--- config.mk ---
export PLATFORM = sky130hd
export DESIGN_NAME = systolic_mem_sched_flat
export DESIGN_NICKNAME = d
export VERILOG_FILES = /design/src/rtl/systolic_mem_sched_pkg.sv /design/src/rtl/systolic_mem_sched_if.sv /design/src/rtl/systolic_mem_sched_addr_gen.sv /design/src/rtl/systolic_mem_sched.sv /design/src/flat_wrapper.sv
export SDC_FILE = /design/constraint.sdc
export NUM_CORES = 1
export LEC_CHECK = 0
export ABC_AREA = 1
export BUFFER_PORTS_ARGS = -buffer_cell sky130_fd_sc_hd__buf_2
export CELL_PAD_IN_SITES_DETAIL_PLACEMENT = 1
export CELL_PAD_IN_SITES_GLOBAL_PLACEMENT = 1
export CORE_ASPECT_RATIO = 0.6
export CORE_MARGIN = 8
export CORE_UTILIZATION = 37
export CTS_CLUSTER_SIZE = 30
export DETAILED_ROUTE_END_ITERATION = 10
export GPL_ROUTABILITY_DRIVEN = 0
export PLACE_DENSITY_LB_ADDON = 0.1
export SYNTH_ARGS = -nofsm -noshare
export SYNTH_HDL_FRONTEND = slang
export SYNTH_SLANG_ARGS = --single-unit
--- constraint.sdc ---
create_clock -name clk -period 4.3 [get_ports clk]
set_input_delay 0.86 -clock clk [delete_from_list [all_inputs] [get_ports clk]]
set_output_delay 0.86 -clock clk [all_outputs]
set_load 0.1 [all_outputs]
--- src/rtl/systolic_mem_sched_pkg.sv ---
// systolic_pkg: mode/state encodings and address-constant defaults shared by
// the systolic_mem_sched scheduler and its address generator.
package systolic_pkg;
    typedef enum logic [1:0] {
        MODE_IDLE = 2'd0,
        MODE_AS   = 2'd1,
        MODE_SA   = 2'd2,
        MODE_RSVD = 2'd3
    } mode_e;

    typedef enum logic [2:0] {
        ST_FREE  = 3'd0,
        ST_FEED  = 3'd1,
        ST_DRAIN = 3'd2,
        ST_SAVE  = 3'd3,
        ST_WAIT  = 3'd4
    } state_e;

    localparam int STRIDE_A_DEF = 21504;
    localparam int STRIDE_S_DEF = 10752;
    localparam int LINE_A_DEF   = 64;
    localparam int LINE_S_DEF   = 32;
    localparam int BASE_B_DEF   = 86016;
    localparam int ROW_B_DEF    = 128;
endpackage

--- src/rtl/systolic_mem_sched_if.sv ---
// systolic_mem_sched_if: control, memory and array-operand signals of the scheduler.
// slave is the scheduler side, master the environment side.
interface systolic_mem_sched_if #(
    parameter int DATA_W = 64,
    parameter int ADDR_W = 32
);
    logic              start;
    logic [1:0]        mode;
    logic              abort;
    logic              hash_ready;
    logic [DATA_W-1:0] rd_data_a;
    logic [DATA_W-1:0] rd_data_s;
    logic [DATA_W-1:0] acc_in;
    logic [ADDR_W-1:0] addr_a;
    logic [ADDR_W-1:0] addr_s;
    logic              wen_s;
    logic [DATA_W-1:0] wr_data_s;
    logic [DATA_W-1:0] data_left;
    logic [DATA_W-1:0] data_right;
    logic              sys_valid;
    logic              sys_mode;
    logic              trans_sel;
    logic              busy;
    logic              done;

    modport slave (
        input  start, mode, abort, hash_ready, rd_data_a, rd_data_s, acc_in,
        output addr_a, addr_s, wen_s, wr_data_s, data_left, data_right,
               sys_valid, sys_mode, trans_sel, busy, done
    );

    modport master (
        output start, mode, abort, hash_ready, rd_data_a, rd_data_s, acc_in,
        input  addr_a, addr_s, wen_s, wr_data_s, data_left, data_right,
               sys_valid, sys_mode, trans_sel, busy, done
    );
endinterface

--- src/rtl/systolic_mem_sched_addr_gen.sv ---
// sched_addr_gen: combinational A/S memory addresses from the tile, line and
// block counters; streaming addresses in FEED, write-back addresses in SAVE.
module sched_addr_gen import systolic_pkg::*; #(
    parameter int ADDR_W   = 32,
    parameter int TILE     = 4,
    parameter int TW       = 2,
    parameter int STRIDE_A = STRIDE_A_DEF,
    parameter int STRIDE_S = STRIDE_S_DEF,
    parameter int LINE_A   = LINE_A_DEF,
    parameter int LINE_S   = LINE_S_DEF,
    parameter int BASE_B   = BASE_B_DEF,
    parameter int ROW_B    = ROW_B_DEF
) (
    input  logic              feed,
    input  logic              save,
    input  logic [TW-1:0]     tile,
    input  logic [ADDR_W-1:0] line,
    input  logic [ADDR_W-1:0] blk,
    input  logic [ADDR_W-1:0] k,
    output logic [ADDR_W-1:0] addr_a,
    output logic [ADDR_W-1:0] addr_s
);
    logic [ADDR_W-1:0] t, a_feed, s_feed, s_save;

    always_comb begin
        t      = ADDR_W'(tile);
        a_feed = line * ADDR_W'(LINE_A) + t * ADDR_W'(STRIDE_A);
        s_feed = line * ADDR_W'(LINE_S) + t * ADDR_W'(STRIDE_S)
               + (blk[0] ? ADDR_W'(TILE * STRIDE_S) : '0);
        // Rows are written back bottom-up: k=0 targets row TILE-1.
        s_save = ADDR_W'(BASE_B) + (blk >> 1) * ADDR_W'(TILE * ROW_B)
               + (blk[0] ? ADDR_W'(LINE_A) : '0)
               + (ADDR_W'(TILE - 1) - k) * ADDR_W'(ROW_B);
        addr_a = feed ? a_feed : '0;
        addr_s = feed ? s_feed : save ? s_save : '0;
    end
endmodule

--- src/rtl/systolic_mem_sched.sv ---
// systolic_mem_sched: streams A/S memory tiles into a systolic array and writes
// accumulated results back to S memory. SYSTOLIC_MEM_SCHED_PERF_EN adds stall_cnt.
module systolic_mem_sched import systolic_pkg::*; #(
    parameter int DATA_W   = 64,
    parameter int ADDR_W   = 32,
    parameter int TILE     = 4,
    parameter int N_LINES  = 336,
    parameter int DRAIN    = 2,
    parameter int N_BLK    = 2,
    parameter int STRIDE_A = STRIDE_A_DEF,
    parameter int STRIDE_S = STRIDE_S_DEF,
    parameter int LINE_A   = LINE_A_DEF,
    parameter int LINE_S   = LINE_S_DEF,
    parameter int BASE_B   = BASE_B_DEF,
    parameter int ROW_B    = ROW_B_DEF
) (
    input logic clk,
    input logic rst_n,
    systolic_mem_sched_if.slave bus
`ifdef SYSTOLIC_MEM_SCHED_PERF_EN
    , output logic [31:0] stall_cnt
`endif
);
    localparam int TW = (TILE > 1) ? $clog2(TILE) : 1;

    state_e            state_q, state_d;
    mode_e             mode_q, mode_d;
    logic [TW-1:0]     tile_q, tile_d;
    logic [ADDR_W-1:0] line_q, line_d, blk_q, blk_d, cyc_q, cyc_d, blk_inc;
    logic              trans_q, trans_d, done_q, done_d, prev_feed_q, prev_feed_d;
    logic              feed, drain, save, tile_last, start_ok, blk_last;

    always_comb begin
        feed      = state_q == ST_FEED;
        drain     = state_q == ST_DRAIN;
        save      = state_q == ST_SAVE;
        tile_last = tile_q == TW'(TILE - 1);
        blk_inc   = blk_q + ADDR_W'(1);
        blk_last  = blk_q == ADDR_W'(N_BLK - 1);
        start_ok  = state_q == ST_FREE && bus.start && !bus.abort
                 && (bus.mode == MODE_AS || bus.mode == MODE_SA);
        prev_feed_d = feed;
        state_d = state_q;
        mode_d  = mode_q;
        tile_d  = tile_q;
        line_d  = line_q;
        blk_d   = blk_q;
        cyc_d   = cyc_q;
        trans_d = trans_q;
        done_d  = 1'b0;
        if (bus.abort) begin
            state_d = ST_FREE;
        end else begin
            if (feed || drain || save) tile_d = tile_last ? '0 : tile_q + TW'(1);
            if ((feed || drain) && tile_q == '0) trans_d = ~trans_q;
            case (state_q)
                ST_FREE: if (start_ok) begin
                    state_d = ST_FEED;
                    mode_d  = mode_e'(bus.mode);
                    tile_d  = '0;
                    line_d  = '0;
                    blk_d   = '0;
                    cyc_d   = '0;
                    trans_d = 1'b1;
                end
                ST_FEED: if (tile_last) begin
                    line_d = line_q + ADDR_W'(1);
                    if (line_q == ADDR_W'(N_LINES - 1)) begin
                        state_d = ST_DRAIN;
                        cyc_d   = '0;
                    end
                end
                ST_DRAIN: begin
                    cyc_d = cyc_q + ADDR_W'(1);
                    if (cyc_q == ADDR_W'(DRAIN * TILE - 1)) begin
                        state_d = ST_SAVE;
                        cyc_d   = '0;
                    end
                end
                ST_SAVE: if (cyc_q == ADDR_W'(2 * TILE - 1)) begin
                    // Odd blocks reuse the hash already delivered for their even partner.
                    blk_d   = blk_inc;
                    done_d  = blk_last;
                    state_d = blk_last ? ST_FREE : (bus.hash_ready || blk_inc[0]) ? ST_FEED : ST_WAIT;
                    line_d  = '0;
                    tile_d  = '0;
                    cyc_d   = '0;
                end else begin
                    cyc_d = cyc_q + ADDR_W'(1);
                end
                ST_WAIT: if (bus.hash_ready || blk_q[0]) begin
                    state_d = ST_FEED;
                    line_d  = '0;
                    tile_d  = '0;
                end
                default: state_d = ST_FREE;
            endcase
        end
    end

    always_ff @(posedge clk or negedge rst_n) begin
        if (!rst_n) begin
            state_q     <= ST_FREE;
            mode_q      <= MODE_IDLE;
            tile_q      <= '0;
            line_q      <= '0;
            blk_q       <= '0;
            cyc_q       <= '0;
            trans_q     <= 1'b1;
            done_q      <= 1'b0;
            prev_feed_q <= 1'b0;
        end else begin
            state_q     <= state_d;
            mode_q      <= mode_d;
            tile_q      <= tile_d;
            line_q      <= line_d;
            blk_q       <= blk_d;
            cyc_q       <= cyc_d;
            trans_q     <= trans_d;
            done_q      <= done_d;
            prev_feed_q <= prev_feed_d;
        end
    end

    sched_addr_gen #(
        .ADDR_W(ADDR_W), .TILE(TILE), .TW(TW), .STRIDE_A(STRIDE_A), .STRIDE_S(STRIDE_S),
        .LINE_A(LINE_A), .LINE_S(LINE_S), .BASE_B(BASE_B), .ROW_B(ROW_B)
    ) u_addr (
        .feed(feed), .save(save), .tile(tile_q), .line(line_q), .blk(blk_q),
        .k(cyc_q >> 1), .addr_a(bus.addr_a), .addr_s(bus.addr_s)
    );

    // Read data lags the address by one cycle, hence prev_feed_q gates the operands.
    assign bus.data_left  = !prev_feed_q ? '0 : (mode_q == MODE_SA) ? bus.rd_data_s : bus.rd_data_a;
    assign bus.data_right = !prev_feed_q ? '0 : (mode_q == MODE_SA) ? bus.rd_data_a : bus.rd_data_s;
    assign bus.wen_s      = save && cyc_q[0] && !bus.abort;
    assign bus.wr_data_s  = save ? bus.rd_data_s + bus.acc_in : '0;
    assign bus.sys_valid  = feed || drain;
    assign bus.sys_mode   = mode_q == MODE_AS;
    assign bus.trans_sel  = trans_q;
    assign bus.busy       = state_q != ST_FREE;
    assign bus.done       = done_q;

`ifdef SYSTOLIC_MEM_SCHED_PERF_EN
    logic [31:0] stall_q, stall_d;
    always_comb stall_d = start_ok ? '0 : (state_q == ST_WAIT && stall_q != '1) ? stall_q + 32'd1 : stall_q;
    always_ff @(posedge clk or negedge rst_n) begin
        if (!rst_n) stall_q <= '0;
        else stall_q <= stall_d;
    end
    assign stall_cnt = stall_q;
`endif
endmodule
--- src/flat_wrapper.sv ---
// flat-port wrapper written by rule: the top's interface ports become plain ports
module systolic_mem_sched_flat import systolic_pkg::*;
#(
    parameter int DATA_W   = 64,
    parameter int ADDR_W   = 32,
    parameter int TILE     = 4,
    parameter int N_LINES  = 336,
    parameter int DRAIN    = 2,
    parameter int N_BLK    = 2,
    parameter int STRIDE_A = STRIDE_A_DEF,
    parameter int STRIDE_S = STRIDE_S_DEF,
    parameter int LINE_A   = LINE_A_DEF,
    parameter int LINE_S   = LINE_S_DEF,
    parameter int BASE_B   = BASE_B_DEF,
    parameter int ROW_B    = ROW_B_DEF
)
  (clk, rst_n, bus_start, bus_mode, bus_abort, bus_hash_ready, bus_rd_data_a, bus_rd_data_s, bus_acc_in, bus_addr_a, bus_addr_s, bus_wen_s, bus_wr_data_s, bus_data_left, bus_data_right, bus_sys_valid, bus_sys_mode, bus_trans_sel, bus_busy, bus_done);
  systolic_mem_sched_if #(.DATA_W(DATA_W), .ADDR_W(ADDR_W)) bus_i ();
  input logic clk;
  input logic rst_n;
  input wire logic [$bits(bus_i.start)-1:0] bus_start;
  input wire logic [$bits(bus_i.mode)-1:0] bus_mode;
  input wire logic [$bits(bus_i.abort)-1:0] bus_abort;
  input wire logic [$bits(bus_i.hash_ready)-1:0] bus_hash_ready;
  input wire logic [$bits(bus_i.rd_data_a)-1:0] bus_rd_data_a;
  input wire logic [$bits(bus_i.rd_data_s)-1:0] bus_rd_data_s;
  input wire logic [$bits(bus_i.acc_in)-1:0] bus_acc_in;
  output wire logic [$bits(bus_i.addr_a)-1:0] bus_addr_a;
  output wire logic [$bits(bus_i.addr_s)-1:0] bus_addr_s;
  output wire logic [$bits(bus_i.wen_s)-1:0] bus_wen_s;
  output wire logic [$bits(bus_i.wr_data_s)-1:0] bus_wr_data_s;
  output wire logic [$bits(bus_i.data_left)-1:0] bus_data_left;
  output wire logic [$bits(bus_i.data_right)-1:0] bus_data_right;
  output wire logic [$bits(bus_i.sys_valid)-1:0] bus_sys_valid;
  output wire logic [$bits(bus_i.sys_mode)-1:0] bus_sys_mode;
  output wire logic [$bits(bus_i.trans_sel)-1:0] bus_trans_sel;
  output wire logic [$bits(bus_i.busy)-1:0] bus_busy;
  output wire logic [$bits(bus_i.done)-1:0] bus_done;
  assign bus_i.start = bus_start;
  assign bus_i.mode = bus_mode;
  assign bus_i.abort = bus_abort;
  assign bus_i.hash_ready = bus_hash_ready;
  assign bus_i.rd_data_a = bus_rd_data_a;
  assign bus_i.rd_data_s = bus_rd_data_s;
  assign bus_i.acc_in = bus_acc_in;
  assign bus_addr_a = bus_i.addr_a;
  assign bus_addr_s = bus_i.addr_s;
  assign bus_wen_s = bus_i.wen_s;
  assign bus_wr_data_s = bus_i.wr_data_s;
  assign bus_data_left = bus_i.data_left;
  assign bus_data_right = bus_i.data_right;
  assign bus_sys_valid = bus_i.sys_valid;
  assign bus_sys_mode = bus_i.sys_mode;
  assign bus_trans_sel = bus_i.trans_sel;
  assign bus_busy = bus_i.busy;
  assign bus_done = bus_i.done;
  systolic_mem_sched #(.DATA_W(DATA_W), .ADDR_W(ADDR_W), .TILE(TILE), .N_LINES(N_LINES), .DRAIN(DRAIN), .N_BLK(N_BLK), .STRIDE_A(STRIDE_A), .STRIDE_S(STRIDE_S), .LINE_A(LINE_A), .LINE_S(LINE_S), .BASE_B(BASE_B), .ROW_B(ROW_B)) u_core (.clk(clk), .rst_n(rst_n), .bus(bus_i));
endmodule
==> results.toml, run 1 <==
[outcome]
status = "finished with violations"
violations = "negative setup slack"

[sta]
drv_slew = 0
tightestPinTransition_ns = 1.06
setup_ws_ns = -0.300
fin_skew_ns = 0.0109
hold_ws_ns = 0.498
fin_crit_ns = 4.60
rsz0062_at_grt = "true"
finalCritPeriodShare = 1.07
slew_headroom = 0.295
hold_viol = 0
tns_ns = -2.31
fmax_ghz = 0.217
setup_viol = 15

[clock_tree]
cts_root_buf = "clkbuf_16"
cts_made_buffers = 9
clock-sinks = 106
cts_max_path_buffers = 2
clkLatencyLatePin_ns = 0.41
path_clk_slew_ns = 0.08
cts_max_level = 3
cts_tree = "built"
cts-hold-fix-buffers = 0

[global_routing]
first_global_vias = 24700
antenna_found_initial = 5
grt_first_pass_wirelength_um = 147000
grt-ovfl-total = 0
grt.total_usage = 0.318
grt_start_max_net_pins = 129

[power_and_ir_drop]
power_density_nw_per_um2 = 533
power_leakage_nw = 13.3
total_power_mw = 13.4
max-vdd-ir-drop_v = 0.000596

[place]
port_buffers = 449
place_hpwl_um = 79900
pre_cts_ws_ns = -0.138

[critical_path]
critical_path.endpoint_type = "primary output"
crit_type = "register to primary output"
worst-path-max-fanout = 4
max_stage_delay_ns = 0.42
critical_path_buf_inv_count = 6
worstPathArrival_ns = 3.74
cp_cell_sequence = "inv_2 -> buf_6 -> nand3_4 -> nor2_4 -> nand4_1 -> nor2_2 -> nand2_2 -> xor2_1 -> inv_1 -> ha_4 -> ha_4 -> buf_4 -> nand2_2 -> inv_2 -> nand3_2 -> nor2_2 -> nand3_1 -> nand4_1 -> nand3_2 -> nand2_2 -> buf_12"
slowest_stage = "dfrtp_1"
start_kind = "register"
crit_family = "simple AND/OR/NAND/NOR gates"
worstPathRequired_ns = 3.44
critPathMostFrequentCell = "nand2_2"

[synthesis]
synth_seq_cells = 106
synthTopCellsByArea = "nand2_1 (21%), dfrtp_1 (14%), nor2_1 (13%), inv_1 (10%), ha_1 (8.5%)"
synth_area_um2 = 18800
synth_warnings = 0
synthFlopType = "dfrtp_1"
yosysTopAreaCell = "nand2_1"
synthArstFlopShare = 1.00
synth_edf_count = 0
synth_top_area_share = 0.213
synth_cell_type_count = 50
synthCells = 3559
synthTopCellsByCount = "nand2_1 (1068), nor2_1 (643), inv_1 (519)"
yosysSeqAreaShare = 0.141
yosysMostFrequentCell = "nand2_1"
synth_area_per_cell_um2 = 5.28

[routing]
firstDrtPassIters = 6
wl_per_cell_um = 20.7
wirelength_um = 98400
via_count = 25600
via_per_inst = 5.40
postRouteAntennaNets = 0
drcViolationCount = 0
drtIter0Drc = 2625

[layout]
drive_gt1_frac = 0.208
layout.nets = 4375
fillers = 7178
area_delta_synth_final_pct = 33.6

[floorplanning]
fp.coreArea_um2 = 50500
die_w_um = 307
rows = 64
ioPinCount = 461
dieArea_um2 = 58500
die_y_um = 191
start_util = 0.372

[worst_hold_path]
hold_path_class = "input port to asynchronous set/reset pin"

[run]
maxCapViolations = 0
cell families after synthesis:
family / after synthesis / synth area share
flops: 106 / 0.141
other cells: 1 / 0.000200
compound gates: 496 / 0.136
xor+xnor: 92 / 0.0429
fa+ha+maj: 134 / 0.0916
buf+inv: 642 / 0.135
simple gates: 2088 / 0.453
flip-flops by register name, indices dropped and copies added (netlist names):
register	flops
u_core.blk_q	32
u_core.cyc_q	32
u_core.line_q	32
u_core.state_q	3
u_core.mode_q	2
u_core.tile_q	2
u_core.bus.done	1
u_core.bus.trans_sel	1
u_core.prev_feed_q	1
metrics by stage:
step	cells	instance area (um^2)	utilization
after global placement	4704	23500	0.466
after detailed placement	4704	23500	0.466
after global routing	4743	25100	0.497
after floorplan	3569	19000	-
after CTS	4731	24600	0.486
final	4743	25100	0.497
area by class of cell:
class | count | area, um^2 | area share
Tap cell | 693 | 867 | 0.0345
Sequential cell | 106 | 2660 | 0.106
Timing Repair Buffer | 566 | 4370 | 0.174
Clock buffer | 11 | 253 | 0.0101
Antenna cell | 3 | 7.51 | 0.000299
Clock inverter | 5 | 46.3 | 0.00184
Inverter | 538 | 2030 | 0.0809
Multi-Input combinational cell | 2821 | 14900 | 0.592
report_power, final:
| part | internal [mW] | switching (mW) | leakage (nW) |
|---|---|---|---|
| clock | 0.435 | 0.478 | 0.148 |
| sequential | 1.16 | 0.388 | 1.45 |
| combinational | 2.50 | 8.43 | 11.7 |
| total | 4.09 | 9.29 | 13.3 |
layout by cell type, fill, tap and decap left out, types with 57 or more instances in the layout:
cell / n
a21oi_1: 125
buf_12: 82
buf_2: 365
buf_4: 112
dfrtp_1: 101
ha_1: 97
inv_1: 503
nand2_1: 1019
nand3_1: 176
nand4_1: 57
nor2_1: 611
nor3_1: 76
o21ai_0: 202
o21ai_1: 88
xor2_1: 76
what timing repair did:
item	CTS	global route
setup endpoints to repair	17	38
gates resized for setup	135	115
setup buffers	12	11
pin swaps	46	50
per-layer routing:
metal,track usage,part of all wire
met3,0.121,0.12
met4,0.0614,0.020
met5,0,0.00013
met2,0.442,0.39
met1,0.460,0.47
final timing paths:
kind                            slack, ns  cells after the start            endpoint        startpoint
worst min-delay path                 0.50                      1    u_core.cyc_q[18]             rst_n
worst max register to register       0.83                      9     u_core.blk_q[9]   u_core.cyc_q[1]
worst min register to register       0.54                      2    u_core.cyc_q[31]  u_core.cyc_q[31]
max in group asynchronous            2.93                      2  u_core.prev_feed_q             rst_n
min in group clk                     0.54                      2    u_core.cyc_q[31]  u_core.cyc_q[31]
worst max-delay path                -0.30                     21      bus_addr_s[30]   u_core.cyc_q[3]
worst reg2reg max path: cells and delay by family (launching register included):
kind,cells,cell delay (ns)
simple gates,5,1.31
buf+inv,1,0.59
compound gates,2,0.57
flops,1,0.56
fa+ha+maj,1,0.37
(Power assumes the default switching activity.)
==> run 2: changes to the inputs <==
--- a/config.mk
+++ b/config.mk
@@ -6,7 +6,7 @@
 export NUM_CORES = 1
 export LEC_CHECK = 0
 export ABC_AREA = 1
-export BUFFER_PORTS_ARGS = -buffer_cell sky130_fd_sc_hd__buf_2
+export BUFFER_PORTS_ARGS = -buffer_cell sky130_fd_sc_hd__clkbuf_2
 export CELL_PAD_IN_SITES_DETAIL_PLACEMENT = 1
 export CELL_PAD_IN_SITES_GLOBAL_PLACEMENT = 1
 export CORE_ASPECT_RATIO = 0.6
==> run 2 against run 1 <==
- the flow still finishes with violations (negative setup slack)
- clock skew rose by 0.0091 ns
- flip-flop and latch count unchanged
- via count up 1.8%
- worst hold slack better by 0.070 ns
- fmax is 1.9% lower
- non-clock buffer count increased by 26
- highest routed layer is now met4
==> results.toml, run 2 (synthesized netlist as in run 1, its figures left out) <==
[clock_tree]
clock-sinks = 106
cts_made_buffers = 9
cts_tree = "built"
path_clk_slew_ns = 0.09
clkLatencyLatePin_ns = 0.41
cts_root_buf = "clkbuf_16"
cts-hold-fix-buffers = 0
cts_max_level = 3
cts_max_path_buffers = 2

[critical_path]
timing.rr.end = "u_core.blk_q[8]"
rrSetupSlack_ns = 0.58
worst-path-max-fanout = 5
r2r_cells = 9
rr_startpoint = "u_core.cyc_q[1]"
start_kind = "register"
critical_path.endpoint_type = "primary output"
crit_path_start = "u_core.cyc_q[3]"
crit_type = "register to primary output"
worstPathRequired_ns = 3.44
worstPathArrival_ns = 3.83

[place]
place_hpwl_um = 80200
placed_cells = 4708
port_buffers = 449
placed_cell_area_um2 = 23500

[floorplanning]
start_util = 0.372
rows = 64
ioPinCount = 461
die_y_um = 191
fp.coreArea_um2 = 50500
die_w_um = 307
dieArea_um2 = 58500

[global_routing]
grt-ovfl-total = 0
first_global_vias = 24800
grt.total_usage = 0.325
antenna_found_initial = 6
grt_start_max_net_pins = 109
grt_first_pass_wirelength_um = 150000

[layout]
drive_gt1_frac = 0.219
fillers = 7170
reg.largest.list = "u_core.blk_q x32, u_core.cyc_q x32, u_core.line_q x32"
layout.nets = 4401
area_delta_synth_final_pct = 36.6
layout.cells.non_filler = 4771
final_common_cell = "nand2_1"
final_area_um2 = 25700
most-common-layout-cells = "nand2_1 (1012), nor2_1 (614), inv_1 (500)"

[sta]
fmax_ghz = 0.213
drv_slew = 0
setup_ws_ns = -0.390
hold_viol = 0
tns_ns = -4.05
finalCritPeriodShare = 1.09
hold_ws_ns = 0.568
tightestPinTransition_ns = 0.884
rsz0062_at_grt = "true"
fin_crit_ns = 4.69
slew_headroom = 0.411
setup_viol = 15
fin_skew_ns = 0.0200

[power_and_ir_drop]
max-vdd-ir-drop_v = 0.000743
power_density_nw_per_um2 = 536
total_power_mw = 13.8
power_leakage_nw = 13.5

[worst_hold_path]
hold_path_class = "input port to asynchronous set/reset pin"

[routing]
wl_per_cell_um = 21.7
drtIter0Drc = 2730
via_per_inst = 5.46
postRouteAntennaNets = 0
wirelength_um = 103000
firstDrtPassIters = 8
via_count = 26100
drcViolationCount = 0

[outcome]
status = "finished with violations"
violations = "negative setup slack"

[run]
maxCapViolations = 0
## run 2: per-layer routing
metal	global-route usage	share of wire	vias up
met5	0	0	-
met4	0.0560	0.028	0
met3	0.116	0.12	185
met2	0.463	0.40	1308
met1	0.469	0.45	12400
li1	-	-	12200
## run 2: how the worst max path moves through the flow
| stage | slack (ns) | depth (start not counted) | end |
|---|---|---|---|
| final | -0.39 | 22 | bus_addr_s[31] |
| after detailed placement | -0.28 | 20 | bus_addr_s[31] |
| after global placement | -0.005 | 20 | bus_addr_s[31] |
| after floorplan | -0.35 | 19 | bus_addr_s[31] |
| after CTS | -0.30 | 20 | bus_addr_s[31] |
| after global routing | -0.50 | 21 | bus_addr_s[30] |
## run 2: repair_timing
| item | in CTS | in global routing |
|---|---|---|
| setup endpoints to repair | 18 | 35 |
| pin swaps | 59 | 92 |
| resized for setup | 155 | 170 |
| setup buffers | 38 | 22 |
## run 2: power by group
group	switching (mW)	internal (mW)	total, mW	leakage, nW
registers	0.375	1.16	1.54	1.45
clock network	0.479	0.396	0.875	0.125
logic	8.70	2.65	11.4	11.9
total	9.55	4.21	13.8	13.5
## run 2: area by class of cell
type                    count  area (um^2)  area share
multi-input cells        2821        15300       0.594
repair buffers            592         4560       0.178
flip-flops and latches    106         2660       0.104
inverters                 538         2040      0.0795
well taps                 693          867      0.0338
clock buffers              10          229     0.00892
clock inverters             5         41.3     0.00161
diodes                      6         15.0    0.000585
## run 2: critical path, stage by stage (launching register included)
cell	delay (ns)
dfrtp_1	0.41
inv_2	0.10
buf_6	0.12
nand3_4	0.08
nor2_4	0.13
nand4_1	0.19
nor2_4	0.21
buf_4	0.15
nand2_4	0.07
nand2_1	0.10
inv_2	0.05
ha_4	0.26
ha_4	0.24
a21oi_4	0.18
o21a_1	0.18
buf_4	0.13
nand2_1	0.06
nand2_1	0.09
nand3_2	0.10
nand2_1	0.08
nand2_1	0.08
o21ai_2	0.20
buf_12	0.19
## run 2: stage by stage
| stage | worst slack (ns) | util |
|---|---|---|
| 2_1_floorplan | -0.351 | - |
| 3_3_place_gp | -0.00510 | 0.466 |
| 3_5_place_dp | -0.279 | 0.466 |
| 4_1_cts | -0.298 | 0.490 |
| 5_1_grt | -0.505 | 0.508 |
| 6_report | -0.390 | 0.508 |
